$ cat config.mk
export PLATFORM = sky130hd
export DESIGN_NAME = cheri_tsmap_ctrl
export DESIGN_NICKNAME = d
export VERILOG_FILES = /design/src/rtl/cheri_pkg.sv /design/src/rtl/cheri_tsmap_host_fsm.sv /design/src/rtl/cheri_tsmap_ctrl.sv
export SDC_FILE = /design/constraint.sdc
export NUM_CORES = 1
export LEC_CHECK = 0
export BUFFER_PORTS_ARGS = -buffer_cell sky130_fd_sc_hd__buf_2
export CAP_MARGIN = 20
export CORE_MARGIN = 5
export CORE_UTILIZATION = 40
export CTS_BUF_LIST = sky130_fd_sc_hd__clkbuf_8
export CTS_CLUSTER_SIZE = 10
export DETAILED_ROUTE_END_ITERATION = 7
export GPL_TIMING_DRIVEN = 0
export MAX_ROUTING_LAYER = met4
export SLEW_MARGIN = 0
export SYNTH_ARGS = -nofsm -noshare
export SYNTH_HDL_FRONTEND = slang
export SYNTH_SLANG_ARGS = --single-unit
$ cat constraint.sdc
create_clock -name clk_i -period 2.79 [get_ports clk_i]
set_input_delay 0.279 -clock clk_i [delete_from_list [all_inputs] [get_ports clk_i]]
set_output_delay 0.279 -clock clk_i [all_outputs]
set_load 0.01 [all_outputs]
$ cat src/rtl/cheri_pkg.sv
// Purpose : shared types and helpers for the CHERI temporal-safety map controller.
// Latency : n/a (package).
// Backpressure: n/a (package).
package cheri_pkg;

   localparam int TSMAP_DW = 32;

   typedef enum logic [2:0] {
      IDLE = 3'd0,
      RD   = 3'd1,
      WR   = 3'd2,
      RESP = 3'd3,
      ERR  = 3'd4
   } tsmap_st_e;

   // Bits set in mask take the new value, bits clear keep the old one.
   function automatic logic [TSMAP_DW-1:0] tsmap_merge(
      input logic [TSMAP_DW-1:0] old,
      input logic [TSMAP_DW-1:0] wdata,
      input logic [TSMAP_DW-1:0] mask
   );
      return (old & ~mask) | (wdata & mask);
   endfunction

endpackage

$ cat src/rtl/cheri_tsmap_host_fsm.sv
// Purpose : host-port sequencer for the tsmap SRAM: read or masked read-modify-write.
// Latency : gnt->rvalid 2 cycles (read), 3 cycles (RMW), 1 cycle (out-of-range error).
// Backpressure: core reads win; issue and write-back wait while core_cs_i is high.
//
// Ports: host_* request/response handshake; core_cs_i is the core strobe used only
// to yield the SRAM; sram_req/we/idx/wdata ask the top for the SRAM port;
// wr_pend/pend_idx/pend_dat expose the word waiting in WR for forwarding.
module cheri_tsmap_host_fsm
   import cheri_pkg::*;
#(
   parameter int unsigned MapWords = 2048,
   parameter int          IdxW     = 11
) (
   input  logic            clk_i,
   input  logic            rstn_i,
   input  logic            core_cs_i,
   input  logic            host_req_i,
   output logic            host_gnt_o,
   input  logic            host_we_i,
   input  logic [15:0]     host_idx_i,
   input  logic [31:0]     host_wdata_i,
   input  logic [31:0]     host_bmask_i,
   output logic            host_rvalid_o,
   output logic [31:0]     host_rdata_o,
   output logic            host_err_o,
   output logic            sram_req_o,
   output logic            sram_we_o,
   output logic [IdxW-1:0] sram_idx_o,
   output logic [31:0]     sram_wdata_o,
   input  logic [31:0]     sram_rdata_i,
   output logic            wr_pend_o,
   output logic [IdxW-1:0] pend_idx_o,
   output logic [31:0]     pend_dat_o
);

   tsmap_st_e       state_q, state_d;
   logic            we_q;
   logic [IdxW-1:0] idx_q;
   logic [31:0]     wdata_q, bmask_q, old_q, merge_q;
   logic            accept;
   logic            host_in_range;

   assign host_in_range = (32'(host_idx_i) < MapWords);

   always_comb begin
      state_d    = state_q;
      host_gnt_o = 1'b0;
      sram_req_o = 1'b0;
      sram_we_o  = 1'b0;
      accept     = 1'b0;
      case (state_q)
         IDLE: begin
            if (host_req_i) begin
               if (!host_in_range) begin
                  // No SRAM access needed, so the core strobe does not hold it off.
                  host_gnt_o = 1'b1;
                  state_d    = ERR;
               end else if (!core_cs_i) begin
                  host_gnt_o = 1'b1;
                  sram_req_o = 1'b1;
                  accept     = 1'b1;
                  state_d    = RD;
               end
            end
         end
         RD:   state_d = we_q ? WR : RESP;
         WR: begin
            if (!core_cs_i) begin
               sram_req_o = 1'b1;
               sram_we_o  = 1'b1;
               state_d    = RESP;
            end
         end
         RESP:    state_d = IDLE;
         ERR:     state_d = IDLE;
         default: state_d = IDLE;
      endcase
   end

   always_ff @(posedge clk_i or negedge rstn_i) begin
      if (!rstn_i) begin
         state_q <= IDLE;
         we_q    <= 1'b0;
         idx_q   <= '0;
         wdata_q <= '0;
         bmask_q <= '0;
         old_q   <= '0;
         merge_q <= '0;
      end else begin
         state_q <= state_d;
         if (accept) begin
            we_q    <= host_we_i;
            idx_q   <= host_idx_i[IdxW-1:0];
            wdata_q <= host_wdata_i;
            bmask_q <= host_bmask_i;
         end
         if (state_q == RD) begin
            old_q   <= sram_rdata_i;
            merge_q <= tsmap_merge(sram_rdata_i, wdata_q, bmask_q);
         end
      end
   end

   // The only issue cycle is in IDLE, where the index comes straight from the host.
   assign sram_idx_o    = (state_q == WR) ? idx_q : host_idx_i[IdxW-1:0];
   assign sram_wdata_o  = sram_we_o ? merge_q : 32'h0;
   assign host_rvalid_o = (state_q == RESP) || (state_q == ERR);
   assign host_err_o    = (state_q == ERR);
   assign host_rdata_o  = (state_q == RESP) ? old_q : 32'h0;
   assign wr_pend_o     = (state_q == WR);
   assign pend_idx_o    = idx_q;
   assign pend_dat_o    = merge_q;

endmodule

$ cat src/rtl/cheri_tsmap_ctrl.sv
// Purpose : owns the temporal-safety bitmap SRAM; core read port plus host read/RMW port.
// Latency : core read data 1 cycle after core_cs_i; host as in cheri_tsmap_host_fsm.
// Backpressure: core is never stalled; host is held off (gnt=0) while the core uses the SRAM.
//
// Ports: core_cs/idx -> core_rdata/core_oob (next cycle); host_req/gnt/we/idx/wdata/bmask
// -> host_rvalid/rdata/err; sram_cs/we/addr/wdata -> external SRAM, sram_rdata 1-cycle back.
module cheri_tsmap_ctrl
   import cheri_pkg::*;
#(
   parameter logic [31:0] DRamBase  = 32'h200f_0000,
   parameter logic [31:0] TSMapBase = 32'h200f_e000,
   parameter logic [31:0] TSMapTop  = 32'h2010_0000,
   parameter int          SramAddrW = 16
) (
   input  logic                 clk_i,
   input  logic                 rstn_i,
   input  logic                 core_cs_i,
   input  logic [15:0]          core_idx_i,
   output logic [31:0]          core_rdata_o,
   output logic                 core_oob_o,
   input  logic                 host_req_i,
   output logic                 host_gnt_o,
   input  logic                 host_we_i,
   input  logic [15:0]          host_idx_i,
   input  logic [31:0]          host_wdata_i,
   input  logic [31:0]          host_bmask_i,
   output logic                 host_rvalid_o,
   output logic [31:0]          host_rdata_o,
   output logic                 host_err_o,
   output logic                 sram_cs_o,
   output logic                 sram_we_o,
   output logic [SramAddrW-1:0] sram_addr_o,
   output logic [31:0]          sram_wdata_o,
   input  logic [31:0]          sram_rdata_i
);

   localparam int unsigned MapWords = int'((TSMapTop - TSMapBase) >> 2);
   localparam int unsigned MapOffW  = int'((TSMapBase - DRamBase) >> 2);
   localparam int          IdxW     = $clog2(MapWords);
   localparam logic [SramAddrW-1:0] MapOffA = SramAddrW'(MapOffW);

   if (TSMapTop <= TSMapBase) begin : g_err_range
      $error("tsmap: TSMapTop must be above TSMapBase");
   end
   if ((TSMapBase < DRamBase) || ((TSMapBase & 32'h3) != 32'h0)) begin : g_err_base
      $error("tsmap: TSMapBase must be word-aligned and not below DRamBase");
   end
   if ((longint'(MapOffW) + longint'(MapWords)) > (64'd1 << SramAddrW)) begin : g_err_fit
      $error("tsmap: map does not fit in the SRAM address space");
   end
   if ((MapWords < 2) || (MapWords > 65536)) begin : g_err_size
      $error("tsmap: map size must be 2..65536 words");
   end

   logic            fsm_req, fsm_we, fsm_wr_pend;
   logic [IdxW-1:0] fsm_idx, fsm_pend_idx;
   logic [31:0]     fsm_wdata, fsm_pend_dat;

   cheri_tsmap_host_fsm #(
      .MapWords (MapWords),
      .IdxW     (IdxW)
   ) u_host_fsm (
      .clk_i         (clk_i),
      .rstn_i        (rstn_i),
      .core_cs_i     (core_cs_i),
      .host_req_i    (host_req_i),
      .host_gnt_o    (host_gnt_o),
      .host_we_i     (host_we_i),
      .host_idx_i    (host_idx_i),
      .host_wdata_i  (host_wdata_i),
      .host_bmask_i  (host_bmask_i),
      .host_rvalid_o (host_rvalid_o),
      .host_rdata_o  (host_rdata_o),
      .host_err_o    (host_err_o),
      .sram_req_o    (fsm_req),
      .sram_we_o     (fsm_we),
      .sram_idx_o    (fsm_idx),
      .sram_wdata_o  (fsm_wdata),
      .sram_rdata_i  (sram_rdata_i),
      .wr_pend_o     (fsm_wr_pend),
      .pend_idx_o    (fsm_pend_idx),
      .pend_dat_o    (fsm_pend_dat)
   );

   logic        core_hit, core_oob, fwd_hit;
   logic        core_rd_q, fwd_q;
   logic [31:0] fwd_dat_q, hold_q;

   assign core_hit = core_cs_i && (32'(core_idx_i) < MapWords);
   assign core_oob = core_cs_i && !core_hit;
   // A core read of the word parked in WR must see the merged value, not the SRAM copy.
   assign fwd_hit  = core_hit && fsm_wr_pend && (core_idx_i[IdxW-1:0] == fsm_pend_idx);

   // The host FSM only requests while core_cs_i is low, so the core branch never drops one.
   always_comb begin
      sram_cs_o    = 1'b0;
      sram_we_o    = 1'b0;
      sram_addr_o  = '0;
      sram_wdata_o = 32'h0;
      if (core_hit) begin
         sram_cs_o   = 1'b1;
         sram_addr_o = MapOffA + SramAddrW'(core_idx_i[IdxW-1:0]);
      end else if (fsm_req) begin
         sram_cs_o    = 1'b1;
         sram_we_o    = fsm_we;
         sram_addr_o  = MapOffA + SramAddrW'(fsm_idx);
         sram_wdata_o = fsm_wdata;
      end
   end

   // Data is taken from the SRAM the cycle it returns; hold_q keeps it afterwards.
   assign core_rdata_o = core_rd_q ? (fwd_q ? fwd_dat_q : sram_rdata_i) : hold_q;

   always_ff @(posedge clk_i or negedge rstn_i) begin
      if (!rstn_i) begin
         core_rd_q  <= 1'b0;
         fwd_q      <= 1'b0;
         fwd_dat_q  <= '0;
         hold_q     <= '0;
         core_oob_o <= 1'b0;
      end else begin
         core_rd_q  <= core_hit;
         fwd_q      <= fwd_hit;
         fwd_dat_q  <= fsm_pend_dat;
         core_oob_o <= core_oob;
         if (core_oob) begin
            hold_q <= 32'h0;
         end else if (core_rd_q) begin
            hold_q <= core_rdata_o;
         end
      end
   end

endmodule

[Yosys cells after proc, flatten, opt, wreduce, memory -nomap -nowiden]
Index checks and enable logic that the tools add are counted.
Operators by class
  add/sub/neg operators: 2
  $lt $le $gt $ge: 2
  equal/unequal tests: 8
  mux-type cells: 30
  bitwise logic cells: 4
  reductions and logical operators: 9
Operators with widths (number)
  $mux 32: 8
  $and 32x32->32: 2
  $lt 16x12->1 const B: 2
  $not 32->32: 1
  $or 32x32->32: 1
  $add 14x11->15 const A: 2
  $mux 15: 2
  $mux 1: 13
  $mux 3: 4
  $eq 11x11->1: 1
  $mux 11: 1
  $pmux 3 s3: 1
  $eq 3x2->1 const B: 2
  $logic_and 1x1->1: 4
  $ne 2x2->1 const B: 2
  $eq 3x1->1 const B: 1
  $eq 3x3->1 const B: 1
  $logic_not 3->1: 1
  $ne 3x3->1 const B: 1
  $reduce_and 3->1: 1
  $pmux 1 s2: 1
  $reduce_bool 2->1: 1
  $logic_not 1->1: 1
  $logic_or 1x1->1: 1
Word-level totals
  bits in registers: 210
  output and inout bits: 118
  logic and storage cells: 67

[Logic depth before layout (Yosys ltp)]
  depth in word-level cells: 6
  gate-level depth with buffers: 7
  gate-level depth less buffers: 5

[Modules after synthesis]
A second synthesis with hierarchy kept.
Unflattened totals
  cell total of the unflattened synthesis: 786
  area total of the unflattened synthesis: 9641.7 um^2
By module, submodules not included
  cheri_tsmap_host_fsm: instances 1, cells each 477, area each 6394.9 um^2, sequential area each 3578.4 um^2
  cheri_tsmap_ctrl: instances 1, cells each 309, area each 3246.9 um^2, sequential area each 1676.6 um^2

[Least setup slack after synthesis]
OpenSTA, ideal clock, no wires.
  path kind: flip-flop to output port
  start point: register u_host_fsm.state_q[0]
  end point: output sram_addr_o[10]
  data arrival time: 1.775 ns
  data required time: 2.511 ns
  setup slack: 0.736 ns
  cell stages (with the launch flop): 6
  buffers on the path: 1
  path through: dfrtp_1 nor3_1 and2_1 a311oi_1 clkbuf_1 a211oi_1
On the way
  word-level cells in the longest chain between the ends: 5
  elaborated cells between the ends (all ways): 7
  classes of those cells: 1 x add/sub; 1 x eq/ne; 4 x mux; 1 x reduce/logical
Ends and longest elaborated chain
  from (decl): line cheri_tsmap_host_fsm.sv:36  | tsmap_st_e state_q, state_d;
  from (signal assigned): line cheri_tsmap_host_fsm.sv:90  | state_q <= state_d;
  $eq 3x2->1: line cheri_tsmap_host_fsm.sv:51, cheri_tsmap_host_fsm.sv:105
  $mux 11: line cheri_tsmap_host_fsm.sv:105  | assign sram_idx_o = (state_q == WR) ? idx_q : host_idx_i[IdxW-1:0];
  $add 14x11->15: line cheri_tsmap_ctrl.sv:106  | sram_addr_o = MapOffA + SramAddrW'(fsm_idx);
  $mux 15 *: line cheri_tsmap_ctrl.sv:103  | end else if (fsm_req) begin
  $mux 15 *: line cheri_tsmap_ctrl.sv:100  | if (core_hit) begin
  to (decl): line cheri_tsmap_ctrl.sv:32  | output logic [SramAddrW-1:0] sram_addr_o,
Every way passes the cells marked *; elsewhere a longest branch is shown, timed or not.

[Worst setup path after layout]
  start point: register u_host_fsm.state_q[0]
  end point: output sram_wdata_o[14]
On the way
  word-level cells in the longest chain between the ends: 5
  elaborated cells between the ends (all ways): 7
  classes of those cells: 1 x eq/ne; 5 x mux; 1 x reduce/logical
Ends and longest elaborated chain
  $eq 3x2->1: line cheri_tsmap_host_fsm.sv:51  | case (state_q)
  $mux 1: line cheri_tsmap_host_fsm.sv:51
  $mux 32: line cheri_tsmap_host_fsm.sv:106  | assign sram_wdata_o = sram_we_o ? merge_q : 32'h0;
  $mux 32 *: line cheri_tsmap_ctrl.sv:103
  $mux 32 *: line cheri_tsmap_ctrl.sv:100
  to (decl): line cheri_tsmap_ctrl.sv:33  | output logic [31:0] sram_wdata_o,
Marked as above.

==> flow_results.org <==
** Timing
- Measured against its own limit, the worst slew margin works out to 25.9%.
- Derived from the worst setup path, the maximum achievable clock frequency is around 370 MHz.
- At the pin with the least slew margin, the transition time is 1.10 ns.
- Setup repair after global routing missed its margin :: yes
- Maximum clock skew at final layout :: approximately 0.015 ns
- Min Clock Period, post-route :: 2.67 ns
- Finish-stage setup viols :: 0
- In the finished design, the share of the clock period the worst path needs comes to 95.8%.
- The final number of max-transition violations came to 0.
- After routing, the total negative slack on setup checks comes to 0 ns.
- Number of hold violations in the final report :: 0

** Route
- For this run, design rule violations remaining after detail routing come to 0.
- Dividing the detail-routed via count by the number of cells gives ~4.9.
- For this block, the via count after detailed routing is around 6,900.
- The first routing iteration left around 320 violations.
- Post-detailed-route count of antenna-violating nets :: 0
- Detailed-route wire length per cell :: about 19 um
- Detailed-route wire length :: roughly 27,000 um
- The first TritonRoute pass finished after 4 iterations.

** Synth
- Number of synthesized register bits :: 210
- Post-synthesis cell type with the largest combined area :: sky130_fd_sc_hd__dfrtp_1
- Leading post-synthesis cells by cell area :: sky130_fd_sc_hd__dfrtp_1 57%, sky130_fd_sc_hd__mux2_2 8.3%, sky130_fd_sc_hd__mux2i_1 8.1%, sky130_fd_sc_hd__mux2_4 6.5%, sky130_fd_sc_hd__a21oi_1 3.6%
- During synthesis, Yosys emitted a total of 0 warnings.
- The number of different library cells used by synthesis comes to 34.
- In this run the cell area of the synthesized design comes to roughly 0.0093 mm^2.
- Average cell area after synthesis :: around 13 um^2
- Fraction of post-synthesis cell area in the top cell type by area :: between 50% and 60%
- Summing the sequential cell areas from Yosys gives about 57% of the chip area.
- Counting every instance in the synthesized netlist gives around 730.
- Flip-flop cell with the highest count after synthesis :: sky130_fd_sc_hd__dfrtp_1
- Number of enable flip-flop cells after synthesis :: 0
- Counting flops with an async set or reset pin after synthesis yields a share of 100%.

** GRT
- Number of antenna violations at the first check in global routing :: 0
- For this run the aggregate overflow at the end of global routing stands at 0.
- Entering global routing, the biggest net connects between 100 and 150 pins.
- Across every metal layer, demand over resource in global routing totals about a fifth.
- Vias in the first global route :: 7,424
- First-pass GRT wire length :: between 40,000 and 50,000 um

** Worst setup path
- STA classifies the critical path endpoint as an output port.
- Worst EP arrival :: roughly 2.4 ns
- In this design, the stage delay of the slowest critical-path cell is ~0.56 ns.
- Required time of the critical path :: roughly 2.5 ns
- Number of buffers and inverters on the critical path :: 2
- R2R setup slack :: ~0.39 ns
- The startpoint identified for the worst register-to-register timing path is u_host_fsm.state_q[0].
- Counting cells, the worst reg-to-reg path comes to 5.
- Sequence of cells on the critical path :: nor3_4, clkbuf_1, and3_1, buf_2
- Startpoint class of the critical path :: flop
- The endpoint identified for the worst register-to-register timing path is u_host_fsm.pend_dat_o[15].
- Of all nets on the critical path, the largest fanout is 10.
- Cell type of the slowest stage on the worst timing path :: sky130_fd_sc_hd__clkbuf_1
- The critical path is of the flop to output port type.
- Worst path top cell family by delay :: buffers and inverters

** Clock network
- Post-CTS timing repair inserted 0 buffers for setup.
- After clock tree synthesis, the clock-pin slew on the worst setup and hold paths is ~0.06 ns.
- H-tree depth reported by CTS :: 2
- TritonCTS Sinks :: 210
- The later pin in the worst-skew pair is clocked with a latency of between 0.5 and 0.6 ns.
- The longest clock path from root to sink contains 3 buffers.
- Clock tree from TritonCTS :: yes
- Counting the buffers created by CTS gives 39.
- The tree is rooted in a sky130_fd_sc_hd__clkbuf_8.

** Final layout
- In the final layout, the share of cells above drive strength 1 is just under 40%.
- The multi-input combinational cells in the finished layout cover a total of 0.00371 mm^2.
- Summing all flip-flop and latch instances after layout gives about 0.0053 mm^2.
- Compared with the post-synthesis result, the final layout area differs by 34.4%.
- # fillers :: a little over 2,000
- After routing the design area is 0.0125 mm^2.
- After the last flow step, the layout net total stands at between 1,000 and 1,500.

** Worst hold path
- The startpoint identified for the worst hold timing path is host_idx_i[0].
- Cell count of the worst hold path :: 2
- The min-delay analysis places its worst path in the category input port to flop.
- For hold timing, the worst endpoint is u_host_fsm.pend_idx_o[0].

** Run status
- Outcome :: finished clean

** Die
- The floorplan step defined a die boundary enclosing 0.0263 mm^2.
- Measured along the y axis, the die boundary spans between 150 and 200 um.
- Initial standard-cell utilization of the core :: approximately two fifths
- After floorplanning, the core was divided into 55 placement rows.
- Width of the chip :: between 150 and 200 um
- Placeable core region :: 0.0227 mm^2
- Number of ports placed on the die boundary :: 251

** Placement
- At the end of routability-driven placement, the weighted congestion stood at between 0.7 and 0.8.
- In this run the tool buffered the top-level ports with ~250 buffer cells.
- After detailed placement, the total cell area comes to ~0.011 mm^2.
- Once detailed placement completed, the half-perimeter wirelength came to roughly 18,000 um.

** Pwr
- Standby leakage power :: just over 6 nW
- Sw Share :: between 30 and 40%
- Cell internal power was estimated by the tool at just under 7 mW.
- Clock Power Share :: between 20 and 30%
- IR Drop Worst-Case VDD :: about 0.00048 V
- Sequential share of power :: approximately 45%
- P_sw :: about 2.9 mW
- Power spread over the standard cell area amounts to 780 mW/mm^2.
- In this run, the combinational gates consume about a quarter of the power.

** Run
- Across the run, the number of max-cap violations was 0.
how the worst max path moves through the flow:
stage	startpoint	endpoint	slack, ns	cells after the start
global placement	rstn_i	u_host_fsm.wdata_q[17]	-2.36	1
global route	u_host_fsm.state_q[0]	sram_wdata_o[14]	-0.02	4
detailed placement	u_host_fsm.state_q[0]	sram_addr_o[4]	0.14	6
CTS	u_host_fsm.state_q[1]	sram_addr_o[12]	0.005	7
finish	u_host_fsm.state_q[0]	sram_wdata_o[14]	0.12	4
floorplan	u_host_fsm.state_q[0]	sram_addr_o[10]	0.74	5
per-layer routing:
metal	GRT usage [%]	vias up	wire length [um]
li1	-	3257	-
met1	27.0	3413	12100
met2	33.5	201	12800
met3	4.29	38	1470
met4	5.88	0	550
met5	-	-	0
cells in the mapped netlist, types with 2 or more instances:
| cell type | instances |
|---|---|
| sky130_fd_sc_hd__nor3_1 | 2 |
| sky130_fd_sc_hd__mux2_4 | 40 |
| sky130_fd_sc_hd__nor3b_1 | 2 |
| sky130_fd_sc_hd__mux2i_1 | 75 |
| sky130_fd_sc_hd__buf_1 | 4 |
| sky130_fd_sc_hd__inv_1 | 4 |
| sky130_fd_sc_hd__and3_1 | 32 |
| sky130_fd_sc_hd__a21oi_1 | 66 |
| sky130_fd_sc_hd__xnor2_1 | 6 |
| sky130_fd_sc_hd__or2_2 | 2 |
| sky130_fd_sc_hd__clkbuf_1 | 31 |
| sky130_fd_sc_hd__nor2_1 | 77 |
| sky130_fd_sc_hd__mux2_2 | 68 |
| sky130_fd_sc_hd__a211oi_1 | 12 |
| sky130_fd_sc_hd__buf_12 | 5 |
| sky130_fd_sc_hd__dfrtp_1 | 210 |
| sky130_fd_sc_hd__nand4_1 | 2 |
| sky130_fd_sc_hd__buf_2 | 4 |
| sky130_fd_sc_hd__nor2b_1 | 31 |
| sky130_fd_sc_hd__and2_1 | 33 |
| sky130_fd_sc_hd__xor2_1 | 5 |
| sky130_fd_sc_hd__nor4_1 | 2 |
| sky130_fd_sc_hd__buf_4 | 9 |
cells in the final DEF, fill, tap and decap left out, drive strengths merged, types with 2 or more instances in the layout:
cell and instances:
xnor2 6, dlygate4sd3 75, a211oi 12, nor3 2, nor2 78, dfrtp 210, clkbuf 80, xor2 5
and2 33, or2 2, conb 2, nor2b 31, nor4 2, buf 271, mux2i 75, nand4 2
and3 32, a21oi 66, mux2 108, nor3b 3, inv 21
stage by stage:
stage                     power [mW]  hold WS (ns)  utilization [%]  std cells  setup WS, ns
after floorplan                 5.85       -0.0166                -        734         0.736
after global placement          6.70         0.373             47.9       1267         -2.36
after detailed placement        6.78         0.366             48.0       1268         0.144
after CTS                       9.81       0.00505             54.8       1410       0.00531
after global routing            10.3       0.00834             54.9       1410       -0.0206
final                           9.72        0.0391             54.9       1411         0.118
cell families (layout without fill, tap and decap cells):
logic type                Yosys count  in the layout  synth area share, %
and+or+nand+nor                   190            190                 11.0
muxes                             183            183                 22.8
DFF                               210            210                 56.7
other                               1              3               0.0405
AOI/OAI and AO/OA                  81             81                 4.78
buffers and inverters              57            448                 3.60
xor gates and xnor gates           11             11                 1.04
state kept, by name, summed over array words and instances, names as in the netlist:
| name | count |
|---|---|
| u_host_fsm.bmask_q | 32 |
| core_oob_o | 1 |
| u_host_fsm.we_q | 1 |
| u_host_fsm.wdata_q | 32 |
| hold_q | 32 |
| u_host_fsm.old_q | 32 |
| fwd_dat_q | 32 |
| u_host_fsm.state_q | 3 |
| core_rd_q | 1 |
| fwd_q | 1 |
| u_host_fsm.pend_idx_o | 11 |
| u_host_fsm.pend_dat_o | 32 |
layout make-up:
class | count | area share [%]
sequential | 210 | 42.2
multi-input combinational | 467 | 29.8
timing repair buffer | 324 | 16.3
clock buffer | 49 | 5.41
tap | 285 | 2.86
buffer | 53 | 2.62
clock inverter | 18 | 0.753
inverter | 4 | 0.120
antenna | 1 | 0.0201
what timing repair did:
action	4_1_cts	5_1_grt
hold buffers	75	0
hold endpoints to repair	171	0
resized for setup	5	6
gates cloned	0	0
endpoints found under the setup margin	54	28
power by group through the flow:
stage	clock network [mW]	registers [mW]	logic, mW
finish	2.91	4.41	2.41
global route	3.13	4.51	2.67
floorplan	0	4.32	1.53
detailed placement	0	4.44	2.33
CTS	2.99	4.40	2.43
global placement	0	4.41	2.28
worst register-to-register path, cell delays in order, from the launching register on:
cell                       delay [ns]
sky130_fd_sc_hd__dfrtp_1         0.49
sky130_fd_sc_hd__nor3b_1         0.22
sky130_fd_sc_hd__clkbuf_1        0.35
sky130_fd_sc_hd__clkbuf_1        0.44
sky130_fd_sc_hd__buf_1           0.58
sky130_fd_sc_hd__a21oi_1         0.15
Power figures use the tool's default switching activity.
